<file path="config.mk">
export PLATFORM = sky130hd
export DESIGN_NAME = ex_iter_ctrl_flat
export DESIGN_NICKNAME = d
export VERILOG_FILES = /design/src/rtl/ex_iter_ctrl_if.sv /design/src/rtl/ex_iter_ctrl.sv /design/src/flat_wrapper.sv
export SDC_FILE = /design/constraint.sdc
export NUM_CORES = 1
export LEC_CHECK = 0
export BUFFER_PORTS_ARGS = -buffer_cell sky130_fd_sc_hd__buf_2
export CAP_MARGIN = 40
export CELL_PAD_IN_SITES_DETAIL_PLACEMENT = 1
export CELL_PAD_IN_SITES_GLOBAL_PLACEMENT = 2
export CORE_MARGIN = 3
export CORE_UTILIZATION = 28
export DETAILED_ROUTE_END_ITERATION = 8
export GPL_ROUTABILITY_DRIVEN = 0
export PLACE_DENSITY = 0.79
export SKIP_CTS_REPAIR_TIMING = 1
export SLEW_MARGIN = 20
export SYNTH_ARGS = -nofsm -noshare
export SYNTH_HDL_FRONTEND = slang
export SYNTH_SLANG_ARGS = --single-unit
</file>
<file path="constraint.sdc">
create_clock -name clk -period 2.32 [get_ports clk]
set_input_delay 0.348 -clock clk [delete_from_list [all_inputs] [get_ports clk]]
set_output_delay 0.348 -clock clk [all_outputs]
set_load 0.1 [all_outputs]
</file>
<file path="src/rtl/ex_iter_ctrl_if.sv">
// rtl/ex_iter_ctrl_if.sv - operand, selector, datapath-step and result signals of the e^x iteration sequencer
interface ex_iter_ctrl_if #(
    parameter int DATA_W = 15,
    parameter int IDX_W  = 5
) ();
    logic              in_valid;
    logic              in_ready;
    logic [DATA_W-1:0] in_data;
    logic [DATA_W-1:0] sel_data;
    logic [IDX_W-1:0]  sel_i;
    logic              dp_step;
    logic [IDX_W-1:0]  dp_iter;
    logic              dp_ack;
    logic              out_valid;
    logic              out_ready;
    logic [DATA_W-1:0] out_data;
    logic [IDX_W-1:0]  out_iter;
    logic              out_err;

    // Environment side: operand source, int_sel, shift/add datapath, result sink
    modport master (
        output in_valid, in_data, sel_i, dp_ack, out_ready,
        input  in_ready, sel_data, dp_step, dp_iter, out_valid, out_data, out_iter, out_err
    );

    // Sequencer side
    modport slave (
        input  in_valid, in_data, sel_i, dp_ack, out_ready,
        output in_ready, sel_data, dp_step, dp_iter, out_valid, out_data, out_iter, out_err
    );
endinterface

</file>
<file path="src/rtl/ex_iter_ctrl.sv">
// rtl/ex_iter_ctrl.sv - e^x iteration sequencer; optional step watchdog under EX_ITER_TIMEOUT_EN
module ex_iter_ctrl #(
    parameter int DATA_W   = 15,
    parameter int IDX_W    = 5,
    parameter int MAX_ITER = 11
`ifdef EX_ITER_TIMEOUT_EN
    ,
    parameter int TIMEOUT_W = 8
`endif
) (
    input  logic          clk,
    input  logic          rst,
    ex_iter_ctrl_if.slave bus
);
    typedef enum logic [1:0] {
        IDLE = 2'd0,
        SEL  = 2'd1,
        STEP = 2'd2,
        DONE = 2'd3
    } state_t;

    localparam logic [IDX_W-1:0] MAX_N = IDX_W'(MAX_ITER);
    localparam logic [IDX_W-1:0] ONE   = IDX_W'(1);

    state_t            state;
    logic [DATA_W-1:0] data_q;
    logic [IDX_W-1:0]  n_q;
    logic [IDX_W-1:0]  cnt_q;
    logic              err_q;
    logic              in_ready_q;
    logic              dp_step_q;
    logic              out_valid_q;

`ifdef EX_ITER_TIMEOUT_EN
    // The stall that would bring the watchdog to all-ones is the one that times out
    localparam logic [TIMEOUT_W-1:0] WD_LAST = {{(TIMEOUT_W-1){1'b1}}, 1'b0};
    logic [TIMEOUT_W-1:0] wd_q;
`endif

    // Sequencer FSM with all handshake outputs registered
    always_ff @(posedge clk or posedge rst) begin
        if (rst) begin
            state       <= IDLE;
            data_q      <= '0;
            n_q         <= '0;
            cnt_q       <= '0;
            err_q       <= 1'b0;
            in_ready_q  <= 1'b1;
            dp_step_q   <= 1'b0;
            out_valid_q <= 1'b0;
`ifdef EX_ITER_TIMEOUT_EN
            wd_q        <= '0;
`endif
        end else begin
            case (state)
                IDLE: begin
                    if (bus.in_valid && in_ready_q) begin
                        data_q     <= bus.in_data;
                        err_q      <= 1'b0;
                        in_ready_q <= 1'b0;
                        state      <= SEL;
                    end
                end
                SEL: begin
                    // int_sel has had a full cycle to settle on the latched operand
                    if (bus.sel_i == '0 || bus.sel_i > MAX_N) begin
                        n_q   <= MAX_N;
                        err_q <= 1'b1;
                    end else begin
                        n_q <= bus.sel_i;
                    end
                    cnt_q     <= ONE;
                    dp_step_q <= 1'b1;
`ifdef EX_ITER_TIMEOUT_EN
                    wd_q      <= '0;
`endif
                    state     <= STEP;
                end
                STEP: begin
                    if (bus.dp_ack) begin
`ifdef EX_ITER_TIMEOUT_EN
                        wd_q <= '0;
`endif
                        if (cnt_q == n_q) begin
                            dp_step_q   <= 1'b0;
                            out_valid_q <= 1'b1;
                            state       <= DONE;
                        end else begin
                            cnt_q <= cnt_q + ONE;
                        end
                    end
`ifdef EX_ITER_TIMEOUT_EN
                    else if (wd_q == WD_LAST) begin
                        // Report only the steps the datapath actually completed
                        dp_step_q   <= 1'b0;
                        out_valid_q <= 1'b1;
                        err_q       <= 1'b1;
                        n_q         <= cnt_q - ONE;
                        state       <= DONE;
                    end else begin
                        wd_q <= wd_q + 1'b1;
                    end
`endif
                end
                DONE: begin
                    if (bus.out_ready) begin
                        out_valid_q <= 1'b0;
                        in_ready_q  <= 1'b1;
                        state       <= IDLE;
                    end
                end
                default: state <= IDLE;
            endcase
        end
    end

    assign bus.in_ready  = in_ready_q;
    assign bus.sel_data  = data_q;
    assign bus.dp_step   = dp_step_q;
    assign bus.dp_iter   = cnt_q;
    assign bus.out_valid = out_valid_q;
    assign bus.out_data  = data_q;
    assign bus.out_iter  = n_q;
    assign bus.out_err   = err_q;
endmodule

</file>
<file path="src/flat_wrapper.sv">
// flat-port wrapper written by rule: the top's interface ports become plain ports
module ex_iter_ctrl_flat 
#(
    parameter int DATA_W   = 15,
    parameter int IDX_W    = 5,
    parameter int MAX_ITER = 11

)
  (clk, rst, bus_in_valid, bus_in_data, bus_sel_i, bus_dp_ack, bus_out_ready, bus_in_ready, bus_sel_data, bus_dp_step, bus_dp_iter, bus_out_valid, bus_out_data, bus_out_iter, bus_out_err);
  ex_iter_ctrl_if #(.DATA_W(DATA_W), .IDX_W(IDX_W)) bus_i ();
  input  logic clk;
  input  logic rst;
  input wire logic [$bits(bus_i.in_valid)-1:0] bus_in_valid;
  input wire logic [$bits(bus_i.in_data)-1:0] bus_in_data;
  input wire logic [$bits(bus_i.sel_i)-1:0] bus_sel_i;
  input wire logic [$bits(bus_i.dp_ack)-1:0] bus_dp_ack;
  input wire logic [$bits(bus_i.out_ready)-1:0] bus_out_ready;
  output wire logic [$bits(bus_i.in_ready)-1:0] bus_in_ready;
  output wire logic [$bits(bus_i.sel_data)-1:0] bus_sel_data;
  output wire logic [$bits(bus_i.dp_step)-1:0] bus_dp_step;
  output wire logic [$bits(bus_i.dp_iter)-1:0] bus_dp_iter;
  output wire logic [$bits(bus_i.out_valid)-1:0] bus_out_valid;
  output wire logic [$bits(bus_i.out_data)-1:0] bus_out_data;
  output wire logic [$bits(bus_i.out_iter)-1:0] bus_out_iter;
  output wire logic [$bits(bus_i.out_err)-1:0] bus_out_err;
  assign bus_i.in_valid = bus_in_valid;
  assign bus_i.in_data = bus_in_data;
  assign bus_i.sel_i = bus_sel_i;
  assign bus_i.dp_ack = bus_dp_ack;
  assign bus_i.out_ready = bus_out_ready;
  assign bus_in_ready = bus_i.in_ready;
  assign bus_sel_data = bus_i.sel_data;
  assign bus_dp_step = bus_i.dp_step;
  assign bus_dp_iter = bus_i.dp_iter;
  assign bus_out_valid = bus_i.out_valid;
  assign bus_out_data = bus_i.out_data;
  assign bus_out_iter = bus_i.out_iter;
  assign bus_out_err = bus_i.out_err;
  ex_iter_ctrl #(.DATA_W(DATA_W), .IDX_W(IDX_W), .MAX_ITER(MAX_ITER)) u_core (.clk(clk), .rst(rst), .bus(bus_i));
endmodule
</file>
### After elaboration in Yosys (flattened, before gate mapping)

Cells that the tools add are included.

* reductions and logical operators: 15
* equality and inequality tests: 10
* $add $sub $neg: 1
* $lt $le $gt $ge: 1
* multiplexer cells: 21

Operators with widths (number)
* $mux 5: 3
* $reduce_and 3->1: 4
* $pmux 5 s2: 1
* $mux 1: 8
* $mux 2: 4
* $pmux 1 s2: 4
* $pmux 2 s4: 1
* $reduce_and 4->1: 2
* $reduce_bool 2->1: 4
* $ne 2x1->1 const B: 3
* $ne 2x2->1 const B: 3
* $add 5x1->5 const B: 1
* $eq 5x5->1: 1
* $gt 5x4->1 const B: 1
* $logic_not 5->1: 1
* $eq 2x2->1 const B: 2
* $eq 2x1->1 const B: 1
* $logic_not 2->1: 1
* $reduce_and 2->1: 1
* $logic_and 1x1->1: 1
* $logic_or 1x1->1: 1

* logic and storage cells: 56
* output and inout bits: 44
* input port bits: 25
* register bits: 31

### Depth between registers and ports, before layout

Gate-level depths: netlist (run 1).

* depth after elaboration: 4
* mapped depth: 8
* depth with buffers taken out: 6

### Worst setup path before layout (run 1)

OpenSTA, ideal clock, no wires.

* path type: register to register
* start: register u_core.cnt_q[3] (netlist: u_core.bus.dp_iter[3])
* end: register u_core.state[1]
* setup time: 126 ps
* required time: 2194 ps
* stages on the path, launching flop included: 6
* clock period less this slack: 2043 ps
* path slack: 277 ps
* path buffers: 1
* data arrival time: 1916 ps
* cell sequence: dfrtp_1 > xnor2_1 > and3_1 > buf_6 > nand2_1 > a311o_1

* longest elaborated chain between the ends: 3

Ends and longest elaborated chain
* start: declaration: RTL line ex_iter_ctrl.sv:28 `logic [IDX_W-1:0] cnt_q;`
* start signal: assignment: RTL line ex_iter_ctrl.sv:89 `cnt_q <= cnt_q + ONE;`
* $eq 5x5->1: RTL line ex_iter_ctrl.sv:84 `if (cnt_q == n_q) begin`
* $ne 2x1->1 (no source line)
* $reduce_and 4->1 (no source line)
* end signal: assignment: RTL line ex_iter_ctrl.sv:77 `state <= STEP;`
* end signal: assignment: RTL line ex_iter_ctrl.sv:87 `state <= DONE;`
* end signal: assignment: RTL line ex_iter_ctrl.sv:109 `state <= IDLE;`
* end: declaration: RTL line ex_iter_ctrl.sv:25 `state_t state;`

Every way passes these cells.
A chain may end at the register's enable or synchronous reset.

### Worst setup path after layout (run 1)

* start: register u_core.state[0]
* end: register u_core.cnt_q[4] (netlist: u_core.bus.dp_iter[4])

* longest elaborated chain between the ends: 3
* elaborated cells between the ends (all ways): 7
* classes of those cells: eq/ne (4); mux (1); reduce/logical (2)

Ends and longest elaborated chain
* start signal: assignment: RTL line ex_iter_ctrl.sv:43 `state <= IDLE;`
* start signal: assignment: RTL line ex_iter_ctrl.sv:61 `state <= SEL;`
* start signal: assignment: RTL line ex_iter_ctrl.sv:77
* $eq 2x2->1 or $eq 2x1->1 (tied branches): RTL line ex_iter_ctrl.sv:55 `case (state)`
* $ne 2x2->1 (no source line) or $reduce_bool 2->1 (tied branches)
* $reduce_and 3->1 (no source line)

Several ways; a longest one is shown, not always the timed one.

==> summary.txt, run 1 <==
top cell type's share of synthesized area - 44.5%
Top FF cell, synth - dfrtp_1
row count - 27
largest net degree at the start of global routing - 32
clk_skew - 0.00420 ns
Async SR Flop Fraction - 100%
Post-DP HPWL - 3070 um
# diodes - 0
Final Hold Fails - 0
CTS Buf Count - 5
fillers - 677
fmax - 547 MHz
Root Buffer - clkbuf_8
Seq cells post-synth - 31
Initial Util - 29.7%
Total GRT Usage - 11.9%
fin nets - 242
vias in the first global route - 1258
Slowest-stage cell, CP - ha_1
Worst Hold Class - in2async
H-tree depth - 2
Post-Syn Instances - 156
CP Capture Type - flip-flop
initial antenna violation count - 0
Worst Tran Pin Value - 0.495 ns
synth-to-layout area growth - 22.9%
Crit Path Max Fanout - 13
max-cap check violation count - 0
Worst setup SP type - flip-flop
Syn Area/Cell - 10.8 um^2
Synthesis Warnings - 0
# DRC - 0
DRT antenna net count - 0
Die Wd - 83.6 um
synth top area cells - dfrtp_1, mux2_2, buf_4
Slew Limit Fails - 0
critical path, cell by cell - inv_1 > ha_1 > buf_4 > nor2_1 > a211oi_1 > o211ai_1
commonest non-fill, non-tap cell in the layout - buf_2
relative slew slack - 67.2%
kind of critical path - reg2reg
cell taking the most area after synthesis - dfrtp_1
Storage cell area - 777 um^2
status - finished, final reports clean
Die Y - 83.6 um
setup slack on the worst flop-to-flop path - 0.49 ns
WL/cell - 14.4 um
Seq/Total Area, Yosys - 46.1%
clock latency on the worst-skew pair - 0.28 ns
CP max stage delay - 0.43 ns
area of the multi-input gates - 744 um^2
clock sink count - 31
share of layout cells above drive strength 1 - 45.1%
clock slew at reported path FFs - 0.07 ns
Longest Clk Path Bufs - 2
required time of the critical path - 2.47 ns
Via density - 4.75
RSZ-0062 raised after global routing - no
Mapped Nets - 186
Cell variety after synth - 40
Post-synth EDFFs - 0
fin crit share - 78.8%
routed vias - 1354
die area - 6990 um^2
GR Overflow Total - 0
DR iter-0 viols - 24
Port Buffers - 68
Routed WL - 4100 um
drt pass-1 iters - 4
post-synthesis cell area - 1690 um^2
Final min period - 1.83 ns
I/O pin count - 69
first-pass GRT wire length - 6630 um
TNS Setup - 0 ns
final setup vio count - 0
CTS tree - built
most frequent cells in the layout - buf_2, dfrtp_1, mux2_2, nand2_1, nor2_1
core area - 5680 um^2
Worst Path Arrival - 1.98 ns
## metrics by stage
| step | worst slack (ns) | util [%] | area (um^2) | hold slack (ns) | instances |
|---|---|---|---|---|---|
| after CTS | 0.461 | 36.5 | 2070 | 0.145 | 285 |
| after global routing | 0.313 | 36.5 | 2070 | 0.157 | 285 |
| after detailed placement | 0.494 | 35.0 | 1990 | 0.460 | 277 |
| final | 0.492 | 36.5 | 2070 | 0.139 | 285 |
| after floorplan | 0.277 | - | 1690 | 0.451 | 156 |
| after global placement | 0.541 | 35.0 | 1990 | 0.460 | 277 |
## cell families after synthesis
| family | count (synthesis) | share of synthesized area [%] |
|---|---|---|
| AOI/OAI and AO/OA | 27 | 12.0 |
| buffers and inverters | 26 | 9.73 |
| adders and majority gates | 5 | 3.71 |
| and+or+nand+nor | 45 | 14.6 |
| DFF | 31 | 46.1 |
| muxes | 17 | 11.3 |
| xor gates and xnor gates | 5 | 2.60 |
## layer usage
layer  vias to the layer above  global-route usage [%]  wire length [um]
met2                        58                    18.4              1830
met5                         -                       0                 0
met1                       639                    15.5              1870
met4                         0                    4.82                31
met3                         4                    3.36               367
li1                        653                       -                 -
## layout make-up
type / count / share of cell area, %
clock buffers: 6 / 3.50
clock inverters: 2 / 0.604
inverters: 5 / 0.906
multi-input cells: 99 / 36.0
flip-flops and latches: 31 / 37.5
well taps: 72 / 4.35
repair buffers: 70 / 17.2
## synthesized netlist by cell type (4+ instances only)
master and instances:
dfrtp_1 30, mux2_2 16, buf_4 15, nand2_1 12
nor2_1 9, a21oi_1 5, ha_1 5, inv_1 5
xnor2_1 5, and3_1 4, o21ai_0 4
## registers in the layout, indices dropped and copies added, names as in the netlist
name                  count
u_core.bus.out_err        1
u_core.bus.dp_iter        5
u_core.bus.in_ready       1
u_core.bus.out_valid      1
u_core.bus.out_iter       5
u_core.bus.dp_step        1
u_core.state              2
u_core.bus.out_data      15
## worst max-delay path, delay by kind of cell, from the launching register on
family	cells	cell delay [ns]
buf+inv	2	0.35
simple gates	1	0.08
fa+ha+maj	1	0.43
flops	1	0.41
compound gates	2	0.42
## path summary, 6_finish.rpt
check / from / to / cells past startpoint
max: u_core.state[0] / u_core.bus.dp_iter[4] / 6
min: rst / u_core.bus.out_iter[3] / 3
max reg2reg: u_core.state[0] / u_core.bus.dp_iter[4] / 6
min reg2reg: u_core.bus.dp_step / u_core.bus.dp_step / 2
max in group asynchronous: rst / u_core.bus.in_ready / 3
min in group clk: bus_in_data[6] / u_core.bus.out_data[6] / 2
Power of run 1 is not shown: default switching activity piles up to over one toggle a cycle in this logic, so the estimate is an artifact.
==> run 2, diff against run 1 <==
CORE_UTILIZATION = 26   (was 28)
PLACE_DENSITY = 0.77   (was 0.79)
clock period = 1.65 ns   (was 2.32 ns; I/O delays follow)
==> run 2 against run 1 <==
Die area up 7.1%. Non-clock buffer count up 7. Utilization grew 0.71 points. Critical path depth decreased by 1. Fmax rose by 16%. Clock skew decreased by 0.0012 ns. Register-to-register slack worse by 0.42 ns. Sequential share of layout area decreased by 1.4 points. Highest routed layer unchanged.
==> summary.txt, run 2 (synthesis results as in run 1) <==
routed vias - 1407
core area - 6100 um^2
Worst setup SP type - flip-flop
Crit Path Max Fanout - 6
I/O pin count - 69
most frequent cells in the layout - buf_2, dfrtp_1, mux2_2, nand2_1, dfrtp_4
required time of the critical path - 1.82 ns
fin crit share - 95.5%
clock slew at reported path FFs - 0.07 ns
clk_skew - 0.00304 ns
Slew Limit Fails - 0
WL/cell - 15.2 um
WHS - 0.0426 ns
Slowest-stage cell, CP - dfrtp_1
Die Y - 86.5 um
kind of critical path - reg2reg
# DRC - 0
Final min period - 1.57 ns
Port Buffers - 68
max reg flops - 15
Die Wd - 86.5 um
Via density - 4.77
relative slew slack - 66.8%
CP endpoint - u_core.state[1]
DR iter-0 viols - 48
Initial Util - 27.6%
# diodes - 0
first-pass GRT wire length - 7110 um
share of layout cells above drive strength 1 - 56.4%
FF-to-FF End - u_core.state[1]
vias in the first global route - 1403
synth-to-layout area growth - 34.5%
clock sink count - 31
Root Buffer - clkbuf_8
CP max stage delay - 0.42 ns
Total GRT Usage - 12.3%
final setup vio count - 0
die area - 7480 um^2
Post-DP HPWL - 3470 um
GR Overflow Total - 0
worst setup path start - u_core.state[1]
H-tree depth - 2
row count - 28
CTS Buf Count - 5
largest net degree at the start of global routing - 32
fmax - 635 MHz
Final Hold Fails - 0
Worst Path Arrival - 1.74 ns
initial antenna violation count - 0
Routed WL - 4480 um
Worst Tran Pin Value - 0.501 ns
fin nets - 249
clock latency on the worst-skew pair - 0.28 ns
setup slack on the worst flop-to-flop path - 0.08 ns
RSZ-0062 raised after global routing - no
status - finished, final reports clean
DRT antenna net count - 0
fillers - 726
max-cap check violation count - 0
commonest non-fill, non-tap cell in the layout - buf_2
CTS tree - built
Longest Clk Path Bufs - 2
Worst R2R Path Depth - 5
Worst Hold Class - in2async
Critical R2R Launch - u_core.state[1]
CP Capture Type - flip-flop
critical path, cell by cell - inv_1 > ha_2 > a221oi_2 > mux2i_1 > a311o_1
drt pass-1 iters - 4
run 2: area by class of cell:
type / instances / area, um^2 / share of cell area, %
repair buffers: 77 / 448 / 19.8
clock buffers: 7 / 96.3 / 4.25
well taps: 75 / 93.8 / 4.14
multi-input cells: 99 / 785 / 34.6
inverters: 5 / 18.8 / 0.828
flip-flops and latches: 31 / 818 / 36.1
clock inverters: 1 / 7.51 / 0.331
run 2: how the worst min path moves through the flow:
stage / start / to / slack, ns / cells past startpoint
after floorplan: rst / u_core.bus.dp_iter[0] / 0.35 / 1
final: rst / u_core.bus.out_data[2] / 0.04 / 3
after global placement: rst / u_core.bus.out_data[3] / 0.36 / 3
after CTS: rst / u_core.bus.out_data[3] / 0.05 / 3
after detailed placement: rst / u_core.bus.out_data[3] / 0.36 / 3
after global routing: rst / u_core.bus.out_data[3] / 0.08 / 3
run 2: stage by stage:
stage / setup TNS [ns] / cell area [um^2] / cells / util, % / setup slack [ns]
floorplan: -0.0280 / 1750 / 156 / - / -0.0247
global placement: 0 / 2150 / 287 / 35.3 / 0.0595
detailed placement: 0 / 2150 / 287 / 35.3 / 0.0264
CTS: 0 / 2250 / 295 / 37.0 / 0.0182
global route: 0 / 2270 / 295 / 37.2 / 0.00860
finish: 0 / 2270 / 295 / 37.2 / 0.0751
run 2: critical path: cells and delay by family, from the launching register on:
family / cells / cell delay [ns]
AOI/OAI and AO/OA: 2 / 0.61
adders and majority gates: 1 / 0.22
buffers and inverters: 1 / 0.10
DFF: 1 / 0.42
muxes: 1 / 0.12
run 2: per-layer routing:
metal	GRT usage, %	part of all wire, %
met5	0	0
met4	4.67	1.3
met3	2.85	4.1
met2	19.6	51
met1	16.1	43
Power of run 2 is left out for the same reason.
==> run 3, diff against run 2 <==
CORE_UTILIZATION = 27   (was 26)
CTS_BUF_LIST = sky130_fd_sc_hd__clkbuf_4   (was unset)
PLACE_DENSITY = 0.79   (was 0.77)
==> run 3 against run 2 <==
The run now ends with negative hold slack left. Fmax decreased by 1.4%. Flip-flop and latch count unchanged. First-iteration DRC count increased by 23%. Highest routed layer unchanged.
==> summary.txt, run 3 (synthesis results as in run 1) <==
status - complete, but fails checks
violated checks - negative hold slack
Slew Limit Fails - 0
row count - 28
drt pass-1 iters - 4
Initial Util - 28.1%
most frequent cells in the layout - buf_2, dfrtp_1, mux2_2
setup slack on the worst flop-to-flop path - 0.05 ns
# DRC - 0
fmax - 626 MHz
initial antenna violation count - 0
GR Overflow Total - 0
share of layout cells above drive strength 1 - 57.4%
Routed WL - 4350 um
Total GRT Usage - 12.3%
clock sink count - 31
clk_skew - 0.00860 ns
DR iter-0 viols - 59
commonest non-fill, non-tap cell in the layout - buf_2
Post-DP HPWL - 3370 um
Worst Tran Pin Value - 0.498 ns
post-layout util - 37.7%
largest net degree at the start of global routing - 32
routed vias - 1403
required time of the critical path - 1.87 ns
# diodes - 0
Die Wd - 85.0 um
Crit Path Max Fanout - 19
final setup vio count - 0
Port Buffers - 68
CTS tree - built
CP Capture Type - flip-flop
Post-Layout Cell Count - 298
max reg flops - 15
fin crit share - 96.8%
Via density - 4.71
synth-to-layout area growth - 34.2%
CTS Buf Count - 5
vias in the first global route - 1415
clock latency on the worst-skew pair - 0.33 ns
Final Cell Area - 2260 um^2
Longest Clk Path Bufs - 2
fin nets - 252
WL/cell - 14.6 um
Final Hold Fails - 30
Worst setup SP type - flip-flop
first-pass GRT wire length - 7110 um
Final min period - 1.60 ns
I/O pin count - 69
Die Y - 85.0 um
Worst Hold Class - in2async
clock slew at reported path FFs - 0.11 ns
Worst Path Arrival - 1.82 ns
max-cap check violation count - 0
placed instance area - 2170 um^2
dpl cells - 289
WHS - -0.0149 ns
Root Buffer - clkbuf_4
die area - 7230 um^2
core area - 5990 um^2
H-tree depth - 2
DRT antenna net count - 0
kind of critical path - reg2reg
relative slew slack - 67.0%
[run 3: layout make-up]
class,count,area (um^2)
clock inverter,3,15.0
multi-input combinational,99,807
timing repair buffer,80,470
sequential,31,818
inverter,5,18.8
clock buffer,5,37.5
fill,710,3730
tap,75,93.8
[run 3: per-stage QoR]
step                      setup slack (ns)  setup TNS [ns]
final                               0.0525               0
after global routing              -0.00946         -0.0103
after CTS                        -0.000620       -0.000620
after detailed placement            0.0180               0
after global placement              0.0130               0
after floorplan                    -0.0247         -0.0280
[run 3: worst paths after layout]
path	cells after the start	start	end
max in group asynchronous	3	rst	u_core.bus.in_ready
worst max-delay path	6	u_core.state[0]	u_core.bus.dp_iter[1]
worst min-delay path	3	rst	u_core.bus.out_valid
min in group clk	2	bus_in_data[14]	u_core.bus.out_data[14]
worst max register to register	6	u_core.state[0]	u_core.bus.dp_iter[1]
worst min register to register	2	u_core.bus.dp_step	u_core.bus.dp_step
[run 3: per-layer routing]
| layer | track usage, % | part of all wire, % |
|---|---|---|
| met5 | 0 | 0 |
| met4 | 4.32 | 0.92 |
| met3 | 3.01 | 4.6 |
| met2 | 19.6 | 50 |
| met1 | 16.2 | 44 |
[run 3: critical path, cell delays in order (launching register included)]
cell and delay, ns:
dfrtp_1 0.42, inv_1 0.11, ha_2 0.23, buf_12 0.15, nand2b_1 0.17, a32o_1 0.22
a22o_1 0.19
Power of run 3 is left out for the same reason.
